[src/rtl/pwm_modulator.sv]
// pwm_modulator: turns each signed Q0.N_FRAC sample into one PWM period and requests the next one.
// Optional build macro PWM_CENTER_ALIGNED_EN selects up/down (centre-aligned) period counting.
module pwm_modulator #(
  parameter int N_FRAC     = 7,
  parameter int PRESCALE_W = 8
) (
  input  logic                  clk_i,
  input  logic                  rst_i,
  input  logic                  enable_i,
  input  logic [PRESCALE_W-1:0] prescale_i,
  input  logic [N_FRAC:0]       data_i,
  input  logic                  data_valid_strobe_i,
  output logic                  get_next_data_strobe_o,
  output logic                  pwm_o,
  output logic                  underrun_o
);

  localparam int W = N_FRAC + 1;
  localparam logic [W-1:0]          CNT_ZERO   = {W{1'b0}};
  localparam logic [W-1:0]          CNT_ONE    = {{(W-1){1'b0}}, 1'b1};
  localparam logic [W-1:0]          CNT_MAX    = {W{1'b1}};
  localparam logic [W-1:0]          MIDSCALE   = {1'b1, {N_FRAC{1'b0}}};
  localparam logic [PRESCALE_W-1:0] PRESC_ZERO = {PRESCALE_W{1'b0}};
  localparam logic [PRESCALE_W-1:0] PRESC_ONE  = {{(PRESCALE_W-1){1'b0}}, 1'b1};

  logic [PRESCALE_W-1:0] r_presc;
  logic [W-1:0]          r_cnt;
  logic [W-1:0]          r_duty_pending;
  logic [W-1:0]          r_duty_active;
  logic                  r_running;
  logic                  r_pending_valid;
  logic                  r_pwm;
  logic                  r_strobe;
  logic                  r_underrun;

  logic                  w_active;
  logic                  w_start;
  logic                  w_tick;
  logic                  w_boundary;
  logic                  w_pwm_next;
  logic [W-1:0]          w_cnt_next;
  logic [W-1:0]          w_sample_duty;
  logic [PRESCALE_W-1:0] w_presc_next;

`ifdef PWM_CENTER_ALIGNED_EN
  logic                  r_down;
  logic                  w_down_next;
`endif

  // Run qualification, tick generation and offset-binary duty mapping.
  always_comb begin
    w_active      = r_running & enable_i;
    w_start       = enable_i & ~r_running;
    w_tick        = w_active & (r_presc >= prescale_i);
    w_sample_duty = {~data_i[W-1], data_i[W-2:0]};
    w_pwm_next    = w_active & (r_cnt < r_duty_active);
  end

  // Prescaler and period counter next state; boundary is the last tick of a period.
  always_comb begin
    w_presc_next = r_presc;
    w_cnt_next   = r_cnt;
    w_boundary   = 1'b0;
`ifdef PWM_CENTER_ALIGNED_EN
    w_down_next  = r_down;
`endif
    if (!w_active) begin
      w_presc_next = PRESC_ZERO;
      w_cnt_next   = CNT_ZERO;
`ifdef PWM_CENTER_ALIGNED_EN
      w_down_next  = 1'b0;
`endif
    end else if (w_tick) begin
      w_presc_next = PRESC_ZERO;
`ifdef PWM_CENTER_ALIGNED_EN
      if (r_down) begin
        if (r_cnt == CNT_ZERO) begin
          w_boundary  = 1'b1;
          w_down_next = 1'b0;
          w_cnt_next  = CNT_ONE;
        end else begin
          w_cnt_next  = r_cnt - CNT_ONE;
        end
      end else begin
        if (r_cnt == CNT_MAX) begin
          w_down_next = 1'b1;
          w_cnt_next  = CNT_MAX - CNT_ONE;
        end else begin
          w_cnt_next  = r_cnt + CNT_ONE;
        end
      end
`else
      w_boundary = (r_cnt == CNT_MAX);
      w_cnt_next = r_cnt + CNT_ONE;
`endif
    end else begin
      w_presc_next = r_presc + PRESC_ONE;
    end
  end

  // State registers; the boundary consumes only the registered pending sample.
  always_ff @(posedge clk_i or posedge rst_i) begin
    if (rst_i) begin
      r_presc         <= PRESC_ZERO;
      r_cnt           <= CNT_ZERO;
      r_running       <= 1'b0;
      r_pending_valid <= 1'b0;
      r_duty_pending  <= MIDSCALE;
      r_duty_active   <= MIDSCALE;
      r_pwm           <= 1'b0;
      r_strobe        <= 1'b0;
      r_underrun      <= 1'b0;
`ifdef PWM_CENTER_ALIGNED_EN
      r_down          <= 1'b0;
`endif
    end else begin
      r_presc   <= w_presc_next;
      r_cnt     <= w_cnt_next;
      r_running <= enable_i;
      r_pwm     <= w_pwm_next;
      r_strobe  <= w_start | w_boundary;
`ifdef PWM_CENTER_ALIGNED_EN
      r_down    <= w_down_next;
`endif
      if (w_boundary && !r_pending_valid) begin
        r_underrun <= 1'b1;
      end
      if (w_boundary && r_pending_valid) begin
        r_duty_active <= r_duty_pending;
      end
      // A sample arriving on the boundary itself is kept for the next boundary.
      if (data_valid_strobe_i) begin
        r_duty_pending  <= w_sample_duty;
        r_pending_valid <= 1'b1;
      end else if (w_boundary) begin
        r_pending_valid <= 1'b0;
      end
    end
  end

  assign get_next_data_strobe_o = r_strobe;
  assign pwm_o                  = r_pwm;
  assign underrun_o             = r_underrun;

endmodule

[config.mk]
export PLATFORM = sky130hd
export DESIGN_NAME = pwm_modulator
export DESIGN_NICKNAME = d
export VERILOG_FILES = /design/src/rtl/pwm_modulator.sv
export SDC_FILE = /design/constraint.sdc
export NUM_CORES = 1
export LEC_CHECK = 0
export ABC_AREA = 1
export CAP_MARGIN = 20
export CORE_MARGIN = 2
export CORE_UTILIZATION = 50
export CTS_BUF_LIST = sky130_fd_sc_hd__clkbuf_2
export DETAILED_ROUTE_END_ITERATION = 10
export HOLD_SLACK_MARGIN = 0.05
export PLACE_DENSITY = 0.73
export SYNTH_ARGS = -nofsm -noshare
export SYNTH_HDL_FRONTEND = slang
export SYNTH_SLANG_ARGS = --single-unit
[constraint.sdc]
create_clock -name clk_i -period 1.9 [get_ports clk_i]
set_input_delay 0.38 -clock clk_i [delete_from_list [all_inputs] [get_ports clk_i]]
set_output_delay 0.38 -clock clk_i [all_outputs]
set_load 0.1 [all_outputs]
Word level (Yosys, flattened, before mapping)

Index checks and enable logic that the tools add are counted.
Widths: inputs -> output; s select.

Register bits: 37
Bits of input ports: 20
Output and inout bits: 3
Word-level logic and storage cells: 34

$add $sub $neg: 2
Order comparisons: 2
Eq/ne operators: 2
Mux-type cells: 8
Bitwise operators: 7
Reduce and logical (&&, ||, !) cells: 4

Operators by type and width:

| kind                | number |
|---|---|
| $mux 8              | 4 |
| $add 8x1->8 const B | 2 |
| $eq 8x8->1 const B  | 1 |
| $ge 8x8->1          | 1 |
| $lt 8x8->1          | 1 |
| $and 1x1->1         | 4 |
| $mux 1              | 4 |
| $logic_and 1x1->1   | 2 |
| $ne 2x1->1 const B  | 1 |
| $not 1->1           | 2 |
| $reduce_bool 2->1   | 1 |
| $logic_not 1->1     | 1 |
| $or 1x1->1          | 1 |

Longest topological paths before layout

Gate-level depths: netlist of the first run.

Depth after elaboration: 6
Gate-level depth with buffers: 13
Gate-level depth less buffers: 13

Worst setup path after synthesis of the first run

Ideal clock, no wire load.

Kind: input to register
Start: input prescale_i[7]
End: register r_duty_active[0]
Library setup time: 0.116 ns
Arrival time: 1.473 ns
Required time: 1.784 ns
Setup slack: 0.311 ns
Stages on the path: 10
Buffers on the path: 1
Cells stage by stage: inv_1 -> ha_1 -> nand2_1 -> nor2_1 -> nand4_1 -> nand3_2 -> buf_6 -> nand4_4 -> nand2_1 -> nand2_1

Word-level cells in the longest chain between the ends: 5

RTL lines:

| what                 | RTL line | source |
|---|---|---|
| start, declared      | 10       | `input logic [PRESCALE_W-1:0] prescale_i,` |
| $ge 8x8->1           | 54       | `w_tick = w_active & (r_presc >= prescale_i);` |
| $and 1x1->1          | 54       |  |
| $mux 1               | 73       | `end else if (w_tick) begin` |
| $mux 1               | 67       | `if (!w_active) begin` |
| $logic_and 1x1->1    | 128      | `if (w_boundary && r_pending_valid) begin` |
| end signal, assigned | 129      | `r_duty_active <= r_duty_pending;` |
| end, declared        | 29       | `logic [W-1:0] r_duty_active;` |

No other way between the ends.
A chain may end at the register's enable or synchronous reset.

Worst setup path after layout of the first run

Start: input prescale_i[5]
End: register r_duty_active[0]

Same word-level chain as after synthesis.

==> impl_metrics.csv, run 1 <==
group,metric,value,unit
run_status,status,"complete, no violations",
synthesis,yosys-top-cells-area,"dfrtp_1, nand2_1, ha_1",
synthesis,syn_nets,273,
setup_path,crit_path_frequent_cell,"nand2_1",
grt,grt_pass1_vias,1507,
setup_path,cp.required,2220,ps
grt,grt_use_total,0.191,
synthesis,yosysTopAreaCellShare,0.439,
job,maxCapViolCount,0,
grt,grt_pass1_wl,6420,µm
timing,hold-worst-slack,343,ps
clocking,cts_sinks,37,
clocking,cts_inserted_buffers,5,
timing,hold_viol,0,
clocking,h-tree-depth,2,
setup_path,worstPathMaxFanout,8,
synthesis,netlist_area,1990,µm²
synthesis,synth-seq-cells,37,
clocking,cts_tree,"yes",
final_layout,area_delta_synth_final,20.5,%
route,wire_per_inst,10.9,µm
timing,fmax,536,MHz
final_layout,n_antenna_cell,0,
clocking,clock_latency,400,ps
floorplanning,floorplan.initialDensity,0.533,
floorplanning,die_x,67.2,µm
power_and_ir_drop,power_density,557,nW/µm²
route,vias,1589,
final_layout,layout_common_cells,"nand2_1, dfrtp_1, inv_1",
setup_path,start_kind,"primary input",
synthesis,synth_cell_types,30,
synthesis,ys_seq_area_frac,0.465,
placement,dpl_cell_area,2310,µm²
timing,max_slew.worst_pin.slew,450,ps
final_layout,multiInputGateArea,930,µm²
floorplanning,die_h,67.2,µm
timing,setup_violations,0,
setup_path,crit_chain,"clkdlybuf4s50_1 > inv_1 > ha_1 > nand2_1 > nor2_2 > nand4_1 > nand3_4 > buf_4 > nand4_4 > nand2_1 > nand2_1",
floorplanning,row_count,22,
timing,drv_slew,0,
setup_path,cpMaxStageDelayCell,"clkdlybuf4s50_1",
final_layout,final_common_cell,"nand2_1",
clocking,cts-root-buf,"clkbuf_2",
final_layout,layout-drive-gt1-share,0.124,
timing,fin_skew,11.5,ps
setup_path,slowest_delay,460,ps
timing,rsz0062_at_grt,"yes",
final_layout,nets,310,
route,drt-initial-drc-count,128,
floorplanning,core_area,3740,µm²
placement,dp_hpwl,2670,µm
power_and_ir_drop,total_leakage_power,0.00128,µW
floorplanning,die_area,4510,µm²
grt,grt_max_degree,38,
route,drc,0,
timing,slew_headroom,0.700,
final_layout,fillCellCount,340,
route,viasPerCell,4.93,
worst_hold_path,min-delay-path-class,"primary input to asynchronous set/reset pin",
clocking,cts.clk_slew.worst_paths,200,ps
setup_path,crit_type,"primary input to flip-flop",
route,routed_wl,3520,µm
power_and_ir_drop,irDropWorstVdd,0.000386,V
timing,period_needed,1870,ps
synthesis,synthCells,236,
placement,numPortBuffers,22,
setup_path,cp_data_arrival_time,2180,ps
synthesis,yosys_warnings,0,
clocking,clockBufferDepth,2,
grt,antenna_found_initial,0,
route,ant_nets,0,
final_layout,seq_area,928,µm²
synthesis,avgSynthCellArea,8.45,µm²
synthesis,yosysTopAreaCell,"dfrtp_1",
floorplanning,ios,23,
grt,overflow,0,
route,drtPass1Iterations,4,
final_layout,finalInstanceArea,2400,µm²
timing,post-route-period-util,0.982,
placement,gp_congestion,0.847,
setup_path,crit_path_end_kind,"flip-flop",
-- flip-flops by register name (all words and copies together) (netlist names) --
| signal | cells |
|---|---|
| r_running | 1 |
| pwm_o | 1 |
| r_cnt | 8 |
| r_duty_active | 8 |
| underrun_o | 1 |
| get_next_data_strobe_o | 1 |
| r_presc | 8 |
| r_duty_pending | 8 |
| r_pending_valid | 1 |
-- cell usage after synthesis, drive strengths merged --
cell,number
a21o,1
a21oi,11
and3,1
buf,2
clkbuf,1
clkinv,1
dfrtp,35
dfstp,2
ha,17
inv,34
nand2,78
nand3,11
nand4,7
nor2,18
nor3,3
nor3b,1
o21a,1
o21ai,7
o21bai,1
xnor2,2
xor2,2
-- through the flow --
stage | power, µW | setup TNS, ps | std cells | util | worst slack (ps)
finish | 1340 | 0 | 322 | 0.642 | 34.1
global route | 1400 | -177 | 322 | 0.642 | -48.1
CTS | 1340 | 0 | 318 | 0.630 | 54.4
detailed placement | 975 | -7750 | 310 | 0.618 | -390
global placement | 972 | -6410 | 310 | 0.618 | -322
floorplan | 906 | 0 | 236 | - | 311
-- kinds of logic (layout without fill, tap and decap cells) --
group | after synthesis | in the layout | synth area share
compound gates | 21 | 21 | 0.0565
xor+xnor | 4 | 4 | 0.0176
fa+ha+maj | 17 | 17 | 0.107
buf+inv | 38 | 76 | 0.0759
flops | 37 | 37 | 0.465
simple gates | 119 | 119 | 0.278
-- critical path: cells and delay by family --
family                     cells  cell delay [ps]
adders and majority gates      1              280
and+or+nand+nor                7              880
buffers and inverters          3              640
-- area by class of cell --
class                      instances  share of cell area
clock buffer                       5              0.0104
tap                               48              0.0250
timing repair buffer              33               0.128
clock inverter                     3             0.00885
inverter                          35              0.0547
multi-input combinational        161               0.387
sequential                        37               0.386
-- worst paths after layout --
kind,startpoint,endpoint,slack (ps),depth (start not counted)
hold / removal,rst_i,r_presc[1],340,3
min in group clk_i,enable_i,r_running,450,1
max in group asynchronous,rst_i,r_duty_active[7],1220,3
setup reg to reg,r_presc[5],r_duty_active[0],40,9
hold reg to reg,r_duty_pending[7],r_duty_active[7],480,2
setup / recovery,prescale_i[5],r_duty_active[0],30,11
-- per-layer routing --
| metal | vias to the layer above | GRT usage | wire, µm |
|---|---|---|---|
| met5 | - | 0 | 0 |
| met4 | 0 | 0.0638 | 46 |
| met3 | 6 | 0.0583 | 135 |
| met2 | 29 | 0.297 | 1630 |
| met1 | 730 | 0.256 | 1700 |
| li1 | 824 | - | - |
-- where the power goes --
group / internal (µW) / switching, µW
clock: 92.9 / 284
sequential: 812 / 14.5
combinational: 63.5 / 70.8
-- repair_timing --
action | CTS | global route
hold buffers | 0 | 0
buffers inserted | 0 | 4
resized for setup | 0 | 4
endpoints found under the setup margin | 0 | 8
(Power assumes the default switching activity.)
==> run 2, diff against run 1 <==
==> constraint.sdc (replaced) <==
create_clock -name clk_i -period 1.9 [get_ports clk_i]
set_input_delay 0.38 -clock clk_i [delete_from_list [all_inputs] [get_ports clk_i]]
set_output_delay 0.38 -clock clk_i [all_outputs]
set_load 0.02 [all_outputs]
==> run 2 against run 1 <==
Net effect:
- routed wire length increased by 2.2%
- design area up 3.1%
- count of clock-buffer cells in the layout unchanged
- highest routed layer unchanged
- register-to-register slack better by 30 ps
- global-route usage is 0.16 points higher
- utilization is 2.0 points higher
- sequential power is essentially flat
- combinational power hardly changed
- fmax is 0.30% lower
- largest power group unchanged
- via count is 1.7% lower
- hold slack worse by 120 ps
==> impl_metrics.csv, run 2 (synthesis results as in run 1) <==
group,metric,value,unit
run_status,status,"complete, no violations",
grt,overflow,0,
setup_path,start_kind,"primary input",
setup_path,crit_type,"primary input to flip-flop",
floorplanning,die_x,67.2,µm
grt,grt_pass1_wl,6490,µm
grt,antenna_found_initial,0,
power_and_ir_drop,p_comb_frac,0.092,
timing,rsz0062_at_grt,"yes",
setup_path,cp_data_arrival_time,2180,ps
floorplanning,ios,23,
placement,gp_congestion,0.834,
timing,setup_violations,0,
floorplanning,floorplan.initialDensity,0.533,
clocking,cts-root-buf,"clkbuf_2",
route,drt-initial-drc-count,71,
timing,slew_headroom,0.756,
job,maxCapViolCount,0,
clocking,cts.clk_slew.worst_paths,190,ps
worst_hold_path,min-delay-path-class,"primary input to asynchronous set/reset pin",
grt,grt_max_degree,18,
final_layout,area_delta_synth_final,24.2,%
timing,hold_viol,0,
final_layout,nets,313,
timing,fin_setup_tns,0,ps
final_layout,multiInputGateArea,955,µm²
timing,fmax,534,MHz
timing,period_needed,1870,ps
final_layout,final-instance-count-excl-fill,325,
power_and_ir_drop,total_leakage_power,0.00129,µW
clocking,clock_latency,390,ps
grt,grt_use_total,0.193,
power_and_ir_drop,switchingPower,351,µW
placement,dp_hpwl,2760,µm
placement,dp.cells,313,
power_and_ir_drop,power_frac_clock,0.336,
floorplanning,die_h,67.2,µm
placement,dpl_cell_area,2330,µm²
clocking,cts_inserted_buffers,5,
final_layout,fillCellCount,333,
clocking,cts_tree,"yes",
final_layout,final_common_cell,"nand2_1",
timing,drv_slew,0,
route,vias,1562,
setup_path,worstPathMaxFanout,6,
power_and_ir_drop,power,1450,µW
timing,hold-worst-slack,223,ps
floorplanning,row_count,22,
route,drtPass1Iterations,6,
clocking,cts_sinks,37,
floorplanning,die_area,4510,µm²
setup_path,cp.required,2210,ps
grt,grt_pass1_vias,1566,
route,routed_wl,3590,µm
final_layout,finalInstanceArea,2480,µm²
setup_path,crit_path_end_kind,"flip-flop",
clocking,clockBufferDepth,2,
final_layout,n_antenna_cell,0,
final_layout,layout_common_cells,"nand2_1, dfrtp_1, inv_1",
timing,max_slew.worst_pin.slew,366,ps
timing,fin_skew,9.70,ps
route,wire_per_inst,11.0,µm
timing,post-route-period-util,0.985,
clocking,cts_hold_buf,0,
placement,numPortBuffers,22,
final_layout,layout-drive-gt1-share,0.126,
power_and_ir_drop,switching_share,0.242,
clocking,h-tree-depth,2,
route,viasPerCell,4.81,
power_and_ir_drop,sequentialPowerShare,0.571,
route,drc,0,
power_and_ir_drop,irDropWorstVdd,0.000461,V
final_layout,seq_area,928,µm²
power_and_ir_drop,power_density,585,nW/µm²
route,ant_nets,0,
floorplanning,core_area,3740,µm²
power_and_ir_drop,p_int,1100,µW
[run 2: final cells by class]
type	count	share of cell area
repair buffers	36	0.136
flip-flops and latches	37	0.375
clock inverters	3	0.0167
inverters	35	0.0530
multi-input cells	161	0.385
clock buffers	5	0.0101
well taps	48	0.0242
[run 2: final timing paths]
| path | startpoint | to | slack (ps) | cells past startpoint |
|---|---|---|---|---|
| setup / recovery | prescale_i[5] | r_pending_valid | 30 | 11 |
| hold / removal | rst_i | r_running | 220 | 2 |
| setup reg to reg | r_presc[4] | r_pending_valid | 70 | 9 |
| hold reg to reg | r_duty_pending[7] | r_duty_active[7] | 470 | 2 |
| max in group asynchronous | rst_i | r_duty_active[7] | 1130 | 3 |
| min in group clk_i | r_duty_pending[7] | r_duty_active[7] | 470 | 2 |
[run 2: per-stage QoR]
step	util	setup slack, ps
4_1_cts	0.640	66.9
2_1_floorplan	-	311
5_1_grt	0.662	-44.7
3_5_place_dp	0.622	-371
6_report	0.662	28.4
3_3_place_gp	0.622	-348
[run 2: power by group through the flow]
stage / combinational, µW / sequential (µW) / clock (µW)
final: 134 / 827 / 487
after global routing: 154 / 830 / 532
after CTS: 130 / 827 / 499
after detailed placement: 129 / 841 / 0
after global placement: 128 / 840 / 0
after floorplan: 62.1 / 837 / 0
[run 2: critical path, stage by stage]
cell and delay [ps]:
clkdlybuf4s50_1 450, inv_1 40, ha_1 290, nand2_1 70, nor2_2 150, nand4_1 200
nand3_4 210, nand3_4 120, buf_4 160, nand2_1 50, nand2_1 50
[run 2: what timing repair did]
| item | CTS | global route |
|---|---|---|
| resized for setup | 0 | 9 |
| setup endpoints to repair | 0 | 10 |
| buffers inserted | 0 | 4 |
| hold endpoints to repair | 0 | 0 |
[run 2: metal layers]
metal  vias up  wire length (µm)  track usage
met5         -                 0            0
li1        825                 -            -
met1       710              1720        0.241
met3         5               126       0.0550
met4         0                47       0.0612
met2        22              1700        0.323
==> run 3, diff against run 2 <==
Settings changed: SLEW_MARGIN set to 25.
==> results of run 3 <==
Final layout, timing and power as in run 2 (identical DEF).
